**config.mk**
```make
export PLATFORM = sky130hd
export DESIGN_NAME = pipe_stage_buf
export DESIGN_NICKNAME = d
export VERILOG_FILES = /design/src/rtl/pipe_pkg.sv /design/src/rtl/pipe_kill_scan.sv /design/src/rtl/pipe_stage_buf.sv
export SDC_FILE = /design/constraint.sdc
export NUM_CORES = 1
export LEC_CHECK = 0
export ABC_AREA = 1
export BUFFER_PORTS_ARGS = -buffer_cell sky130_fd_sc_hd__buf_2
export CAP_MARGIN = 30
export CELL_PAD_IN_SITES_DETAIL_PLACEMENT = 1
export CELL_PAD_IN_SITES_GLOBAL_PLACEMENT = 1
export CORE_AREA = 2 2 154 156
export DETAILED_ROUTE_END_ITERATION = 16
export DIE_AREA = 0 0 156 158
export PLACE_DENSITY_LB_ADDON = 0.1
export SETUP_SLACK_MARGIN = 0.05
export SLEW_MARGIN = 20
export SYNTH_ARGS = -nofsm -noshare
export SYNTH_HDL_FRONTEND = slang
export SYNTH_SLANG_ARGS = --single-unit
```
**constraint.sdc**
```tcl
create_clock -name clk -period 17.95 [get_ports clk]
set_input_delay 1.795 -clock clk [delete_from_list [all_inputs] [get_ports clk]]
set_output_delay 1.795 -clock clk [all_outputs]
set_load 0.005 [all_outputs]
```
**src/rtl/pipe_pkg.sv**
```systemverilog
// Shared definitions for the front-end elastic stage buffer and its helpers:
// wrap-aware instruction age compare and the occupancy-width helper.
package pipe_pkg;

    // Widest id the age compare supports; callers zero-extend their ids.
    localparam int unsigned ID_MAX_W  = 32;
    localparam int unsigned DEF_DEPTH = 2;

    // Occupancy counter width for a buffer of the given depth (0..depth inclusive).
    function automatic int unsigned cnt_width(input int unsigned depth);
        return $clog2(depth) + 1;
    endfunction

    typedef logic [cnt_width(DEF_DEPTH)-1:0] pipe_cnt_t;

    // a is younger than b iff (a - b) mod 2^w lies in [1, 2^(w-1)-1].
    // Arguments are carried at ID_MAX_W and masked down to the caller's width w,
    // so one function serves every id width; w is a constant at each call site.
    function automatic logic id_younger(input logic [ID_MAX_W-1:0] a,
                                        input logic [ID_MAX_W-1:0] b,
                                        input int unsigned         w);
        logic [ID_MAX_W-1:0] mask;
        logic [ID_MAX_W-1:0] diff;
        logic [ID_MAX_W-1:0] half;
        mask = (w >= ID_MAX_W) ? '1 : ((ID_MAX_W'(1) << w) - ID_MAX_W'(1));
        diff = (a - b) & mask;
        half = ID_MAX_W'(1) << (w - 1);
        return (diff != '0) && (diff < half);
    endfunction

endpackage

```
**src/rtl/pipe_kill_scan.sv**
```systemverilog
// Selective-kill scan: given ids ordered from the head and the occupancy,
// returns how many leading entries survive a kill of ids younger than kill_id_i.
module pipe_kill_scan
    import pipe_pkg::*;
#(
    parameter int unsigned ID_W  = 8,
    parameter int unsigned DEPTH = 2,
    parameter int unsigned CNT_W = $clog2(DEPTH) + 1
) (
    input  logic [DEPTH-1:0][ID_W-1:0] ids_i,
    input  logic [CNT_W-1:0]           occ_i,
    input  logic [ID_W-1:0]            kill_id_i,
    output logic [CNT_W-1:0]           keep_o,
    output logic                       hit_o
);

    // First valid entry (in program order) that is younger than the kill id.
    always_comb begin
        keep_o = occ_i;
        hit_o  = 1'b0;
        for (int unsigned i = 0; i < DEPTH; i++) begin
            if (!hit_o && (CNT_W'(i) < occ_i) &&
                id_younger(ID_MAX_W'(ids_i[i]), ID_MAX_W'(kill_id_i), ID_W)) begin
                keep_o = CNT_W'(i);
                hit_o  = 1'b1;
            end
        end
    end

endmodule

```
**src/rtl/pipe_stage_buf.sv**
```systemverilog
// Elastic in-order stage buffer with full flush and selective kill.
// Optional build macro PIPE_STAGE_BUF_BYPASS_EN: forward the input straight to
// the output when the buffer is empty (zero-latency path).
module pipe_stage_buf
    import pipe_pkg::*;
#(
    parameter int unsigned DATA_W = 64,
    parameter int unsigned ID_W   = 8,
    parameter int unsigned DEPTH  = 2
) (
    input  logic                       clk,
    input  logic                       rstn,
    input  logic                       in_valid,
    output logic                       in_ready,
    input  logic [DATA_W-1:0]          in_data,
    input  logic [ID_W-1:0]            in_id,
    output logic                       out_valid,
    input  logic                       out_ready,
    output logic [DATA_W-1:0]          out_data,
    output logic [ID_W-1:0]            out_id,
    input  logic                       flush_i,
    input  logic                       kill_valid_i,
    input  logic [ID_W-1:0]            kill_id_i,
    output logic [$clog2(DEPTH):0]     count_o,
    output logic                       full_o,
    output logic                       empty_o
);

    localparam int unsigned PTR_W = $clog2(DEPTH);
    localparam int unsigned CNT_W = cnt_width(DEPTH);

    logic [DATA_W-1:0] data_q [DEPTH];
    logic [ID_W-1:0]   id_q   [DEPTH];
    logic [PTR_W-1:0]  head_q, head_d;
    logic [PTR_W-1:0]  tail_q, tail_d;
    logic [CNT_W-1:0]  count_q, count_d;

    logic              full, empty;
    logic              in_killed;
    logic              byp, byp_take;
    logic              push_st, pop_st;
    logic [PTR_W-1:0]  head_pop;
    logic [CNT_W-1:0]  occ_pop;
    logic [DEPTH-1:0][ID_W-1:0] ids_ord;
    logic [CNT_W-1:0]  scan_keep;
    logic              scan_hit;
    logic              wr_en;
    logic [PTR_W-1:0]  wr_ptr;

    assign full  = (count_q == CNT_W'(DEPTH));
    assign empty = (count_q == '0);

    // in_ready is a function of registered state only.
    assign in_ready = rstn && !full;

    assign in_killed = kill_valid_i &&
                       id_younger(ID_MAX_W'(in_id), ID_MAX_W'(kill_id_i), ID_W);

`ifdef PIPE_STAGE_BUF_BYPASS_EN
    assign byp      = rstn && empty && in_valid && !flush_i && !in_killed;
    assign byp_take = byp && out_ready;
`else
    assign byp      = 1'b0;
    assign byp_take = 1'b0;
`endif

    assign pop_st  = !empty && out_ready;
    assign push_st = in_valid && in_ready && !byp_take && !in_killed;

    assign head_pop = pop_st ? head_q + 1'b1 : head_q;
    assign occ_pop  = pop_st ? count_q - 1'b1 : count_q;

    // Present surviving entries to the kill scan in program order from the post-pop head.
    always_comb begin
        for (int unsigned i = 0; i < DEPTH; i++) begin
            ids_ord[i] = id_q[head_pop + PTR_W'(i)];
        end
    end

    pipe_kill_scan #(
        .ID_W  (ID_W),
        .DEPTH (DEPTH),
        .CNT_W (CNT_W)
    ) u_kill_scan (
        .ids_i     (ids_ord),
        .occ_i     (occ_pop),
        .kill_id_i (kill_id_i),
        .keep_o    (scan_keep),
        .hit_o     (scan_hit)
    );

    // Next pointers/count: flush wins; otherwise pop, then kill truncation, then push at the new tail.
    always_comb begin
        head_d  = head_q;
        tail_d  = tail_q;
        count_d = count_q;
        wr_en   = 1'b0;
        wr_ptr  = tail_q;
        if (flush_i) begin
            head_d  = '0;
            tail_d  = '0;
            count_d = '0;
        end else begin
            head_d  = head_pop;
            count_d = occ_pop;
            if (kill_valid_i && scan_hit) begin
                tail_d  = head_pop + PTR_W'(scan_keep);
                count_d = scan_keep;
            end
            if (push_st) begin
                wr_en   = 1'b1;
                wr_ptr  = tail_d;
                tail_d  = tail_d + 1'b1;
                count_d = count_d + 1'b1;
            end
        end
    end

    // Pointer and occupancy registers with synchronous active-low reset.
    always_ff @(posedge clk) begin
        if (!rstn) begin
            head_q  <= '0;
            tail_q  <= '0;
            count_q <= '0;
        end else begin
            head_q  <= head_d;
            tail_q  <= tail_d;
            count_q <= count_d;
        end
    end

    // Payload storage; no reset needed since entries are only read when counted valid.
    always_ff @(posedge clk) begin
        if (wr_en) begin
            data_q[wr_ptr] <= in_data;
            id_q[wr_ptr]   <= in_id;
        end
    end

    assign out_valid = !empty || byp;
    assign out_data  = byp ? in_data : data_q[head_q];
    assign out_id    = byp ? in_id   : id_q[head_q];
    assign count_o   = count_q;
    assign full_o    = full;
    assign empty_o   = empty;

`ifndef SYNTHESIS
    // Upstream must hold a refused payload stable until it is accepted.
    a_in_hold : assert property (@(posedge clk) disable iff (!rstn)
        (in_valid && !in_ready) |=> (in_valid && $stable(in_data)));
`endif

endmodule

```
== Word level (Yosys, flattened, before mapping) ==
Memory sizes are Yosys's and may differ from the RTL's. A register that Yosys moved wholly into a read port is not among the register bits.
Cells that the tools add are included.

* Memories: 2
* Logic and storage cells: 62
* Register bits: 4
* Bits in writable memories: 144

{| class="wikitable"
|+ Memories
! name !! words !! width !! rd ports !! clocked after Yosys merged registers in !! wr ports !! RTL line !! RTL
|-
| data_q || 2 || 64 || 1 || 1 || 1 || pipe_stage_buf.sv:32 || <nowiki>logic [DATA_W-1:0] data_q [DEPTH];</nowiki>
|-
| id_q || 2 || 8 || 3 || 1 || 1 || pipe_stage_buf.sv:33 || <nowiki>logic [ID_W-1:0] id_q [DEPTH];</nowiki>
|}

* $lt $le $gt $ge: 5
* Equality and inequality tests: 1
* Add/subtract/negate cells: 9
* Multiplexer cells: 20
* Bitwise operators: 1
* Reductions and logical operators: 21

{| class="wikitable"
|+ Operators with widths
! operator !! number
|-
| nonzero test 32 bit || 3
|-
| less-than comparator 8 bit, second input constant || 3
|-
| subtractor 8 bit || 3
|-
| two-way mux 1 bit || 14
|-
| logical AND 1 bit || 12
|-
| two-way mux 2 bit || 6
|-
| logical NOT 1 bit || 4
|-
| less-than comparator 1 x 2 -> 1 bit, first input constant || 2
|-
| adder 1 bit, second input constant || 3
|-
| adder 2 x 1 -> 2 bit, second input constant || 1
|-
| equality test 2 bit, second input constant || 1
|-
| logical NOT 2 bit || 1
|-
| OR reduction 2 bit || 1
|-
| subtractor 2 x 1 -> 2 bit, second input constant || 1
|-
| adder 1 bit || 1
|-
| inverter 1 bit || 1
|}

== Depth between registers and ports, before layout ==
Gate-level depths: netlist (run 1).
An unclocked memory read counts as a cell.

* Depth after elaboration: 19
* Gate-level depth with buffers: 26

== Hierarchy ==
Synthesis (run 1) repeated with hierarchy kept, for this count alone.

* Cell total of the unflattened synthesis: 700
* Area, all modules: 6,955.4 sq um

{| class="wikitable"
|+ Modules (own cells, without submodules)
! module !! instances !! seq. area each (sq um) !! area an instance (sq um) !! cells an instance
|-
| pipe_stage_buf || 1 || 4,404.2 || 6,124.6 || 546
|-
| pipe_kill_scan || 1 || 0.0 || 830.8 || 154
|}

== Worst setup path after synthesis (run 1) ==
No wires, ideal clock.

* Kind: input to register
* Start point: input port out_ready
* End point: memory data_q[0][0] (enable)
* Path buffers: 1
* Path slack: 9.947 ns
* Data required time: 17.424 ns
* Arrival: 7.477 ns
* Cell stages on the path: 18
* Cells stage by stage: nand2_2 -> nand2_2 -> nand2_2 -> clkbuf_1 -> nand2_1 -> o21ai_0 -> ha_1 -> inv_1 -> fa_1 -> xor2_1 -> nor2_1 -> nand3_1 -> nor2_1 -> nand3_1 -> nand3_1 -> nand2_2 -> or2_1 -> a21oi_1

* Cells in the longest elaborated chain, start to end: 17
* Elaborated cells between the ends (all ways): 29
* Classes of those cells: add/sub: 4; order compare: 4; mux: 10; reduce/logical: 10; memory: 1

{| class="wikitable"
|+ Ends and longest elaborated chain
! element !! RTL line !! RTL
|-
| from (decl) || pipe_stage_buf.sv:18 || <nowiki>input logic out_ready,</nowiki>
|-
| logical AND 1 bit (*) || pipe_stage_buf.sv:67 || <nowiki>assign pop_st = !empty && out_ready;</nowiki>
|-
| two-way mux 1 bit || pipe_stage_buf.sv:70 || <nowiki>assign head_pop = pop_st ? head_q + 1'b1 : head_q;</nowiki>
|-
| memory read (2 x 8 bit) || - ||
|-
| subtractor 8 bit || pipe_pkg.sv:26 || <nowiki>diff = (a - b) & mask;</nowiki>
|-
| less-than comparator 8 bit or nonzero test 32 bit (tied branches) || pipe_pkg.sv:28 || <nowiki>return (diff != '0) && (diff < half);</nowiki>
|-
| logical AND 1 bit || pipe_pkg.sv:28 ||
|-
| logical AND 1 bit || pipe_kill_scan.sv:22 || <nowiki>if (!hit_o && (CNT_W'(i) < occ_i) &&</nowiki>
|-
| two-way mux 1 bit || pipe_kill_scan.sv:22 ||
|-
| logical NOT 1 bit || pipe_kill_scan.sv:22 ||
|-
| logical AND 1 bit (2 in series) || pipe_kill_scan.sv:22 ||
|-
| two-way mux 2 bit or two-way mux 1 bit (tied branches) || pipe_kill_scan.sv:22 ||
|-
| adder 1 bit or logical AND 1 bit (tied branches) || pipe_stage_buf.sv:107, pipe_stage_buf.sv:106 ||
|-
| two-way mux 1 bit (*) || pipe_stage_buf.sv:106 || <nowiki>if (kill_valid_i && scan_hit) begin</nowiki>
|-
| two-way mux 1 bit (*) || pipe_stage_buf.sv:99 || <nowiki>if (flush_i) begin</nowiki>
|-
| two-way mux 1 bit (*) || pipe_stage_buf.sv:110 || <nowiki>if (push_st) begin</nowiki>
|-
| two-way mux 1 bit (*) || pipe_stage_buf.sv:99 ||
|-
| to (decl) || pipe_stage_buf.sv:32 ||
|}

Every way passes the cells marked *; elsewhere a longest branch is shown, timed or not. The select of a mux whose other input is x is not followed.

== Final worst setup path (run 1) ==
* Start point: input port out_ready
* End point: memory data_q[1][56] (enable)

The elaborated chain is that of the path after synthesis.

==> results of run 1 <==
metrics by stage:
| step | cell area, um^2 | util (%) |
|---|---|---|
| finish | 8570 | 37.2 |
| global route | 8570 | 37.2 |
| CTS | 8550 | 37.1 |
| detailed placement | 8030 | 34.8 |
| global placement | 7970 | 34.6 |
| floorplan | 6820 | - |
state kept, by name (all words and copies together), names as in the netlist:
signal,flops
id_q,16
count_o,2
head_q,1
tail_q,1
data_q,128
worst register-to-register path, stage by stage, from the launching register on:
cell and delay (ns):
sky130_fd_sc_hd__dfxtp_2 0.31, sky130_fd_sc_hd__buf_4 0.23, sky130_fd_sc_hd__inv_2 0.08, sky130_fd_sc_hd__buf_4 0.63
sky130_fd_sc_hd__nand3_1 0.25, sky130_fd_sc_hd__nand2_2 0.32, sky130_fd_sc_hd__o21ai_0 0.16, sky130_fd_sc_hd__ha_1 0.37
sky130_fd_sc_hd__a21oi_1 0.29, sky130_fd_sc_hd__or2_1 0.18, sky130_fd_sc_hd__nand3_1 0.07, sky130_fd_sc_hd__nand2_1 0.07
sky130_fd_sc_hd__nand2_1 0.06, sky130_fd_sc_hd__nand3_1 0.14, sky130_fd_sc_hd__nand3_1 0.16, sky130_fd_sc_hd__nand2_1 0.13
sky130_fd_sc_hd__nand2_1 0.05, sky130_fd_sc_hd__nand3_1 0.15, sky130_fd_sc_hd__nand2_1 0.13, sky130_fd_sc_hd__nor2_4 0.09
sky130_fd_sc_hd__buf_4 0.38, sky130_fd_sc_hd__buf_16 0.31
per-layer routing:
| metal | part of all wire [%] | routed length [um] | track usage (%) |
|---|---|---|---|
| met3 | 4.9 | 878 | 4.22 |
| met2 | 52 | 9320 | 27.0 |
| met1 | 42 | 7480 | 17.2 |
| met4 | 1.1 | 202 | 4.41 |
| met5 | 0.089 | 16 | 0 |
report_power, final:
group | switching, mW | internal, mW
logic | 0.0515 | 0.0325
registers | 0.00180 | 0.388
clock network | 0.136 | 0.176
total | 0.190 | 0.596
cells in the mapped netlist:
cell type / count
sky130_fd_sc_hd__nand4_4: 1
sky130_fd_sc_hd__inv_1: 48
sky130_fd_sc_hd__nor2_1: 19
sky130_fd_sc_hd__o21ai_0: 22
sky130_fd_sc_hd__or2_2: 1
sky130_fd_sc_hd__nand3_1: 37
sky130_fd_sc_hd__fa_1: 3
sky130_fd_sc_hd__nor3b_1: 1
sky130_fd_sc_hd__nand3b_1: 4
sky130_fd_sc_hd__xnor2_1: 3
sky130_fd_sc_hd__nand2_2: 6
sky130_fd_sc_hd__o31a_1: 1
sky130_fd_sc_hd__xor2_1: 5
sky130_fd_sc_hd__ha_1: 23
sky130_fd_sc_hd__edfxtp_1: 144
sky130_fd_sc_hd__or2_1: 4
sky130_fd_sc_hd__inv_2: 1
sky130_fd_sc_hd__a21oi_1: 15
sky130_fd_sc_hd__nand3_2: 1
sky130_fd_sc_hd__nand4_1: 11
sky130_fd_sc_hd__nand2_1: 280
sky130_fd_sc_hd__a21o_1: 2
sky130_fd_sc_hd__nand2_4: 1
sky130_fd_sc_hd__dfxtp_1: 4
sky130_fd_sc_hd__clkbuf_1: 17
sky130_fd_sc_hd__nor3_1: 1
sky130_fd_sc_hd__buf_4: 1
worst paths after layout:
| path | endpoint | slack [ns] | cells after the start |
|---|---|---|---|
| hold reg to reg | tail_q | 0.60 | 4 |
| setup / recovery | data_q[1][56] | 12.83 | 20 |
| setup reg to reg | data_q[1][56] | 12.98 | 21 |
| hold / removal | tail_q | 0.60 | 4 |
logic make-up (layout without fill, tap and decap cells):
kind of cell	count (synthesis)	in the layout
compound gates	40	40
xor+xnor	8	8
fa+ha+maj	26	26
buf+inv	67	251
flops	148	148
other cells	0	2
simple gates	367	367
area by class of cell:
| class | instances | share of cell area, % |
|---|---|---|
| Multi-Input combinational cell | 441 | 25.4 |
| Inverter | 49 | 2.15 |
| Antenna cell | 2 | 0.0584 |
| Tap cell | 290 | 4.23 |
| Timing Repair Buffer | 170 | 10.7 |
| Clock buffer | 19 | 5.05 |
| Sequential cell | 148 | 51.4 |
| Clock inverter | 13 | 1.01 |
==> impl_results.md, run 1 <==
* Setup repair after global routing missed its margin: no
* Sum of routed wire length over all layers at 17,900 um
* Reg-to-reg startpoint: head_q
* Fmax achieved at approximately 200 MHz
* Via count of the first global-routing pass at about 5,500
* Violation count after the first detailed-route iteration at 162
* Number of antenna violations at the first check in global routing at 3
* Worst setup slack after layout at 12.83 ns
* Post-synthesis compound-gate area fraction at 3.07%
* Adder-cell area share of the yosys netlist at roughly 5%
* Final Non-Filler Cells at between 1,000 and 1,500
* First-pass GRT wire length at 28,200 um
* DRT Pass-1 Iters at 4
* Count of warnings emitted by yosys at 0
* Share of cell area taken by muxes after synthesis at 0%
* Static leakage power at 3.73 nW
* Number of top-level design ports at 164
* TritonCTS clock tree: built
* Estimated wirelength of the detail-placed design at about 13,000 um
* Antenna viol nets, final at 0
* Dominant cell type by area after synthesis: sky130_fd_sc_hd__edfxtp_1
* Worst min-delay path category: reg -> reg
* Area of the core at 0.0231 mm^2
* Worst Setup End Kind: register
* Die H at about 160 um
* Max-slew headroom at 47.4%
* Leading cell types by total area after synthesis: sky130_fd_sc_hd__edfxtp_1 63%, sky130_fd_sc_hd__nand2_1 15%, sky130_fd_sc_hd__ha_1 4.2%
* Synthesized netlist cell count at ~660
* Category of the critical setup timing path: in -> reg
* Max cap viols at 0
* Worst Path Arrival at 5.21 ns
* Critical Path Slowest Stage Cell: sky130_fd_sc_hd__buf_4
* Critical path launch point type: input port
* Worst min-delay path startpoint: tail_q
* Final period util at 28.5%
* Commonest non-fill, non-tap cell in the layout: sky130_fd_sc_hd__nand2_1
* Worst IR drop on VDD at 0.0501 mV
* Average wire per cell in the routed design at 15.8 um
* Placement Setup Slack at 12.33 ns
* Avg Inst Size Synth at approximately 10 um^2
* Delay of the slowest critical-path stage at around 0.38 ns
* Die area at 0.0246 mm^2
* Critical path buffer and inverter count at 3
* H-tree depth at 4
* Layout cells sized above 1 at between 20% and 30%
* Aggregate negative setup slack at 0 ns
* DRC violation count after routing at 0
* Post-Synth Simple-Gate Area at 22.4%
* Synthesized netlist net count at 768
* Run status: finished, final reports clean
* Worst hold slack after final layout at 0.605 ns
* Post-synth design cell area at between 0.006 and 0.007 mm^2
* Leading cell types in the layout, fill and taps excluded: 280 x sky130_fd_sc_hd__nand2_1, 163 x sky130_fd_sc_hd__buf_2, 144 x sky130_fd_sc_hd__edfxtp_1
* Final setup skew at between 0.006 and 0.007 ns
* Actual slew at the worst max-slew pin at between 0.7 and 0.8 ns
* Crit Path Max Fanout at 46
* Number of clock sinks seen by CTS at between 100 and 150
* Maximum buffer depth of the clock tree at 2
* Clock transition time at the flip-flop clock pins of the worst setup and hold paths at 0.06 ns
* Family of cells with the greatest summed delay on the critical path: simple AND/OR/NAND/NOR gates
* Critical Path Most Common Cell: sky130_fd_sc_hd__nand2_1
* Number of register bits inferred by synthesis at between 100 and 150
* Final Wtd Congestion at slightly below 0.8
* Number of resized instances in the post-cts repair step at 0
* Post-synth cell types at 27
* Area taken by flip-flops and latches at 0.00441 mm^2
* Area fraction of the dominant cell type after synthesis at about 63%
* Synth-to-layout area growth at 25.8%
* Min Tclk post-route at 5.12 ns
* Combined area of the multi-input logic cells at 0.00218 mm^2
* Launch point of the worst path: out_ready
* Number of CTS-inserted buffers at 17
* Fillcell total at 2,617
* Worst-path cell chain: buf_2 > nand2_2 > nand2_2 > nand2_2 > o21ai_0 > ha_1 > a21oi_1 > or2_1 > nand3_1 > nand2_1 > nand2_1 > nand3_1 > nand3_1 > nand2_1 > nand2_1 > nand3_1 > nand2_1 > nor2_4 > buf_4 > buf_16
* CTS hold repair buffers at 0
* Grt total ovfl at 0
* Final Total Pwr at 0.785 mW
* Final Hold Vio Count at 0
* Post-CTS setup buffer count at 0
* Via Count at 5,113
* Finish-stage setup viols at 0
* Count of input and output buffers at roughly 160
* Number of core rows at 56
* Initial cell density of the core at 29.6%
* Drt via density at 4.52
* Tot GR Track Use at 14.9%
* Final Net Count at 939
* Sequential element share of the synthesized area at 64.6%
* Largest net degree at the start of global routing at 84
* Cell count after placement at 1,097
* Worst skew pair latency at 0.41 ns
* Areal power density over the cells at 91.6 mW/mm^2
* Required time at the endpoint of the critical path at 18.04 ns
* Main combinational cell family by area after synthesis: simple AND/OR/NAND/NOR gates
* Xor/xnor share of the synthesized area at 1.03%
* Cell at the root of the clock tree: sky130_fd_sc_hd__clkbuf_16
* Final number of max-transition violations at 0
* Chip width at roughly 160 um
(Power assumes the default switching activity.)
==> inputs of run 2 (changes only) <==
clock period = 4.9 ns   (was 17.95 ns; I/O delays follow)
==> impl_results.md, run 2 (synthesized netlist as in run 1, its figures left out) <==
* Critical path launch point type: register
* Switching power total at 0.750 mW (+300%)
* Leading cell types in the layout, fill and taps excluded: 280 x sky130_fd_sc_hd__nand2_1, 163 x sky130_fd_sc_hd__buf_2, 144 x sky130_fd_sc_hd__edfxtp_1
* Sum of routed wire length over all layers at 18,100 um (+1.3%)
* Hold depth at 1 (-3)
* Post-CTS setup buffer count at 0 (unchanged)
* Sw Ratio at 24.6% (+0.44 points)
* Max cap viols at 0 (unchanged)
* Number of top-level design ports at 164 (unchanged)
* Static leakage power at 3.76 nW (+0.66%)
* Die area at 0.0246 mm^2 (unchanged)
* Register with the highest flop count: data_q
* Worst hold slack after final layout at 0.254 ns (-0.351 ns)
* Tot GR Track Use at 15.1% (+0.18 points)
* Final Net Count at 936 (-0.32%)
* Die H at 158 um (unchanged)
* TritonCTS clock tree: built
* Violation count after the first detailed-route iteration at 143 (-12%)
* Layout cells sized above 1 at 25.3% (+0.090 points)
* Crit Path Max Fanout at 72 (+57%)
* Number of clock sinks seen by CTS at 148 (unchanged)
* CTS hold repair buffers at 0 (unchanged)
* Number of resized instances in the post-cts repair step at 0 (unchanged)
* Register-to-register setup slack at 0.72 ns (-12.26 ns)
* Initial cell density of the core at 29.6% (unchanged)
* Final setup skew at 0.0109 ns (+0.00442 ns)
* Largest net degree at the start of global routing at 73 (-13%)
* Area of the core at 0.0231 mm^2 (unchanged)
* Worst Setup End Kind: register
* Via Count at 5,195 (+1.6%)
* Fillcell total at 2,583 (-1.3%)
* Fmax achieved at 239 MHz
* Chip width at 156 um (unchanged)
* DRT Pass-1 Iters at 6 (+2)
* Final Hold Vio Count at 0 (unchanged)
* Drt via density at 4.60 (+1.9%)
* Worst min-delay path category: in -> reg
* Final period util at between 80% and 90%
* Areal power density over the cells at 355 mW/mm^2 (+290%)
* Clk network pwr share at 43.2% (+3.5 points)
* Run status: finished, final reports clean
* Aggregate negative setup slack at 0 ns (unchanged)
* Synth-to-layout area growth at 26.1%
* Antenna viol nets, final at 0 (unchanged)
* Required time at the endpoint of the critical path at 4.96 ns (-13.08 ns)
* Count of input and output buffers at 163 (unchanged)
* Seq pwr share at 46.8% (-2.8 points)
* Number of core rows at 56 (unchanged)
* Via count of the first global-routing pass at 5,532 (+0.33%)
* Number of CTS-inserted buffers at 17 (unchanged)
* Finish-stage setup viols at 0 (unchanged)
* Estimated wirelength of the detail-placed design at 12,800 um (+1.1%)
* Final number of max-transition violations at 0 (unchanged)
* Worst Path Arrival at 4.23 ns (-0.98 ns)
* Clock transition time at the flip-flop clock pins of the worst setup and hold paths at 0.07 ns (about the same)
* Portion of total power attributed to combinational logic at 10.0% (-0.7 points)
* H-tree depth at 4 (unchanged)
* Worst skew pair latency at 0.42 ns (about the same)
* Max-slew headroom at 48.5% (+1.1 points)
* Setup repair after global routing missed its margin: no
* Number of antenna violations at the first check in global routing at 3 (unchanged)
* Actual slew at the worst max-slew pin at 0.773 ns (-0.0161 ns)
* Final Wtd Congestion at 0.792 (+2.9%)
* Average wire per cell in the routed design at 16.1 um (+1.5%)
* Commonest non-fill, non-tap cell in the layout: sky130_fd_sc_hd__nand2_1
* Maximum buffer depth of the clock tree at 2 (unchanged)
* Grt total ovfl at 0 (unchanged)
* DRC violation count after routing at 0 (unchanged)
* Worst IR drop on VDD at 0.233 mV (+370%)
* Internal at 2.30 mW (+290%)
* Category of the critical setup timing path: reg -> reg
* Number of cells on the worst reg-to-reg path at 19 (-9.5%)
* First-pass GRT wire length at 28,200 um (about the same)
* Number of flip-flops in the largest register at 128 (unchanged)
* Cell at the root of the clock tree: sky130_fd_sc_hd__clkbuf_16
* Min Tclk post-route at 4.18 ns
-- run 2: layout make-up --
type                    instances  area (um^2)  area share [%]
diodes                          2         5.00          0.0582
clock inverters                15          165            1.92
clock buffers                  17          425            4.95
flip-flops and latches        148         4410            51.3
inverters                      49          184            2.14
well taps                     290          363            4.22
repair buffers                167          871            10.1
multi-input cells             441         2180            25.3
-- run 2: worst paths after layout --
| kind | to | start |
|---|---|---|
| worst min register to register | tail_q | tail_q |
| worst max-delay path | id_q[1][1] | head_q |
| worst min-delay path | data_q[1][23] | in_data[23] |
| worst max register to register | id_q[1][1] | head_q |
-- run 2: stage by stage --
step                instances  instance area [um^2]  total power [mW]  setup WS [ns]  utilization [%]
CTS                      1127                  8590              3.09          0.645             37.3
detailed placement       1095                  8000              1.77          0.667             34.7
global placement         1095                  8000              1.75          0.831             34.7
global route             1127                  8590              3.17          0.262             37.3
floorplan                 656                  6840              1.63          0.348                -
finish                   1129                  8590              3.05          0.724             37.3
-- run 2: per-layer routing --
| layer | part of all wire, % | GRT usage, % | vias up |
|---|---|---|---|
| li1 | - | - | 2542 |
| met1 | 42 | 16.8 | 2518 |
| met2 | 51 | 27.4 | 112 |
| met3 | 6.0 | 4.90 | 19 |
| met4 | 1.2 | 4.85 | 4 |
| met5 | 0.15 | 0 | - |
-- run 2: power by group through the flow --
stage               Sequential (mW)  Combinational, mW  Clock [mW]
floorplan                      1.45              0.179           0
global placement               1.45              0.298           0
detailed placement             1.46              0.310           0
CTS                            1.43              0.312        1.35
global route                   1.43              0.349        1.40
finish                         1.43              0.305        1.32
-- run 2: worst max-delay path: stages, from the launching register on --
cell	delay, ns
sky130_fd_sc_hd__dfxtp_2	0.71
sky130_fd_sc_hd__inv_2	0.13
sky130_fd_sc_hd__nand2_2	0.13
sky130_fd_sc_hd__nand2_4	0.13
sky130_fd_sc_hd__o21ai_0	0.21
sky130_fd_sc_hd__ha_1	0.18
sky130_fd_sc_hd__inv_1	0.06
sky130_fd_sc_hd__fa_1	0.44
sky130_fd_sc_hd__nand3_1	0.14
sky130_fd_sc_hd__nand2_1	0.07
sky130_fd_sc_hd__nand2_1	0.08
sky130_fd_sc_hd__nand3_1	0.08
sky130_fd_sc_hd__nor2_1	0.13
sky130_fd_sc_hd__nand3_1	0.19
sky130_fd_sc_hd__nand3_1	0.18
sky130_fd_sc_hd__nand3_1	0.10
sky130_fd_sc_hd__nand3_1	0.15
sky130_fd_sc_hd__nand2_1	0.13
sky130_fd_sc_hd__nor2_4	0.12
sky130_fd_sc_hd__buf_12	0.34
==> inputs of run 3 (changes only) <==
BUFFER_PORTS_ARGS = unset   (was -buffer_cell sky130_fd_sc_hd__buf_2)
DONT_BUFFER_PORTS = 1   (was unset)
==> impl_results.md, run 3 (synthesized netlist as in run 1, its figures left out) <==
* Number of cells on the worst reg-to-reg path at 22 (+3)
* Die H at 158 um (unchanged)
* Grt total ovfl at 0 (unchanged)
* Worst skew pair latency at 0.42 ns (about the same)
* Critical path destination: data_q[1][1]
* DRC violation count after routing at 0 (unchanged)
* Worst Setup End Kind: register
* Aggregate negative setup slack at 0 ns (unchanged)
* Reg-to-reg endpoint: data_q[1][1]
* Number of resized instances in the post-cts repair step at 0 (unchanged)
* DRT Pass-1 Iters at 4 (-2)
* Actual slew at the worst max-slew pin at 0.750 ns (-0.0225 ns)
* Area of the core at 0.0231 mm^2 (unchanged)
* Post-route cell area at 0.00781 mm^2 (-9.2%)
* Final period util at 83.3% (-1.9 points)
* Static leakage power at 3.12 nW (-17%)
* Estimated wirelength of the detail-placed design at 12,200 um (-4.4%)
* Finish-stage setup viols at 0 (unchanged)
* TritonCTS clock tree: built
* Max-slew headroom at 50.0% (+1.5 points)
* H-tree depth at 4 (unchanged)
* Maximum buffer depth of the clock tree at 2 (unchanged)
* Areal power density over the cells at 378 mW/mm^2 (+6.4%)
* Register-to-register setup slack at 0.82 ns (+0.09 ns)
* Number of flip-flops in the largest register at 128 (unchanged)
* Final setup skew at 0.00912 ns (-0.00179 ns)
* Setup repair after global routing missed its margin: no
* Layout cells sized above 1 at 7.83% (-17 points)
* First-pass GRT wire length at 27,000 um (-4.1%)
* Number of top-level design ports at 164 (unchanged)
* Number of antenna violations at the first check in global routing at 0 (-3)
* Min Tclk post-route at 4.08 ns (-0.0924 ns)
* Final Wtd Congestion at 0.825 (+4.2%)
* Chip width at 156 um (unchanged)
* Via count of the first global-routing pass at 4,987 (-9.9%)
* Cell area after placement at 0.00720 mm^2 (-10%)
* Average wire per cell in the routed design at 17.9 um (+12%)
* Die area at 0.0246 mm^2 (unchanged)
* Delay of the slowest critical-path stage at 0.43 ns (-0.28 ns)
* Antenna viol nets, final at 0 (unchanged)
* Fmax achieved at 245 MHz (+2.3%)
* Worst-path cell chain: inv_1 > ha_1 > inv_2 > nand2_2 > nand2_2 > nand2_4 > o21ai_0 > ha_1 > inv_1 > fa_1 > nand3_1 > nand2_1 > nand2_1 > nand3_1 > nor2_1 > nand3_1 > nand3_1 > nand3_1 > nand3_1 > nand2_1 > nor2_4 > buf_12
* Sum of routed wire length over all layers at 17,300 um (-4.4%)
* Number of clock sinks seen by CTS at 148 (unchanged)
* Critical Path Most Common Cell: sky130_fd_sc_hd__nand3_1
* Post-CTS setup buffer count at 0 (unchanged)
* Clock transition time at the flip-flop clock pins of the worst setup and hold paths at 0.07 ns (about the same)
* Number of CTS-inserted buffers at 17 (unchanged)
* Critical Path Slowest Stage Cell: sky130_fd_sc_hd__fa_1
* Cell at the root of the clock tree: sky130_fd_sc_hd__clkbuf_16
* Final Total Pwr at 2.95 mW (-3.4%)
* Category of the critical setup timing path: reg -> reg
* Critical path launch point type: register
* Final number of max-transition violations at 0 (unchanged)
* Required time at the endpoint of the critical path at 4.98 ns (+0.02 ns)
* Commonest non-fill, non-tap cell in the layout: sky130_fd_sc_hd__nand2_1
* Cell count after placement at 934 (-15%)
* Violation count after the first detailed-route iteration at 172 (+20%)
* Final Non-Filler Cells at 967 (-14%)
* Reg-to-reg startpoint: count_o[0]
* Final Net Count at 776 (-17%)
* Synth-to-layout area growth at 14.5%
* Final Hold Vio Count at 0 (unchanged)
* Tot GR Track Use at 14.5% (-0.56 points)
* Register with the highest flop count: data_q
* Leading cell types in the layout, fill and taps excluded: 280 x sky130_fd_sc_hd__nand2_1, 144 x sky130_fd_sc_hd__edfxtp_1, 47 x sky130_fd_sc_hd__inv_1
* Number of core rows at 56 (unchanged)
* Worst IR drop on VDD at 0.224 mV (-4.1%)
* Drt via density at 4.73 (+2.9%)
* Crit Path Max Fanout at 54 (-25%)
* Number of diodes at 0 (-2)
* Run status: finished, final reports clean
* Worst min-delay path category: in -> reg
* CTS hold repair buffers at 0 (unchanged)
* Via Count at 4,578 (-12%)
* Max cap viols at 0 (unchanged)
* Launch point of the worst path: count_o[0]
* Worst Path Arrival at 4.17 ns (-0.06 ns)
* Worst hold slack after final layout at 0.157 ns (-0.0968 ns)
* Count of input and output buffers at 0 (-100%)
* Largest net degree at the start of global routing at 81 (+11%)
* Initial cell density of the core at 29.6% (unchanged)
## run 3: where the power goes
group	switching (mW)	internal, mW
combinational	0.164	0.0778
clock	0.558	0.722
sequential	0.00703	1.42
## run 3: cell type report
class | count | area (um^2)
clock buffer | 17 | 425
timing repair buffer | 7 | 90.1
tap | 290 | 363
fill | 2523 | 15200
clock inverter | 15 | 161
multi-input combinational | 441 | 2180
sequential | 148 | 4410
inverter | 49 | 184
## run 3: worst max-delay path, delay by kind of cell, from the launching register on
family                     cells  cell delay, ns
and+or+nand+nor               14            1.69
buffers and inverters          4            0.54
adders and majority gates      3            0.84
AOI/OAI and AO/OA              1            0.22
DFF                            1            0.40
## run 3: layer usage
layer / GRT usage [%] / up-vias / part of all wire, %
met5: 0 / - / 0
met4: 5.24 / 0 / 2.2
met3: 6.95 / 24 / 9.0
met2: 24.4 / 127 / 48
met1: 16.1 / 2211 / 40
li1: - / 2216 / -
## run 3: worst min-delay path by stage
stage	startpoint	end	slack, ns	depth (start not counted)
floorplan	tail_q	tail_q	0.55	4
finish	in_data[29]	data_q[1][29]	0.16	0
global route	in_data[27]	data_q[0][27]	0.13	0
global placement	in_data[32]	data_q[0][32]	0.59	0
CTS	in_data[29]	data_q[1][29]	0.13	0
detailed placement	in_data[47]	data_q[0][47]	0.59	0
## run 3: metrics by stage
step | util [%] | setup WS [ns]
detailed placement | 31.2 | 0.791
global placement | 31.2 | 0.882
CTS | 33.8 | 0.758
finish | 33.9 | 0.817
global route | 33.9 | 0.397
floorplan | - | 0.348
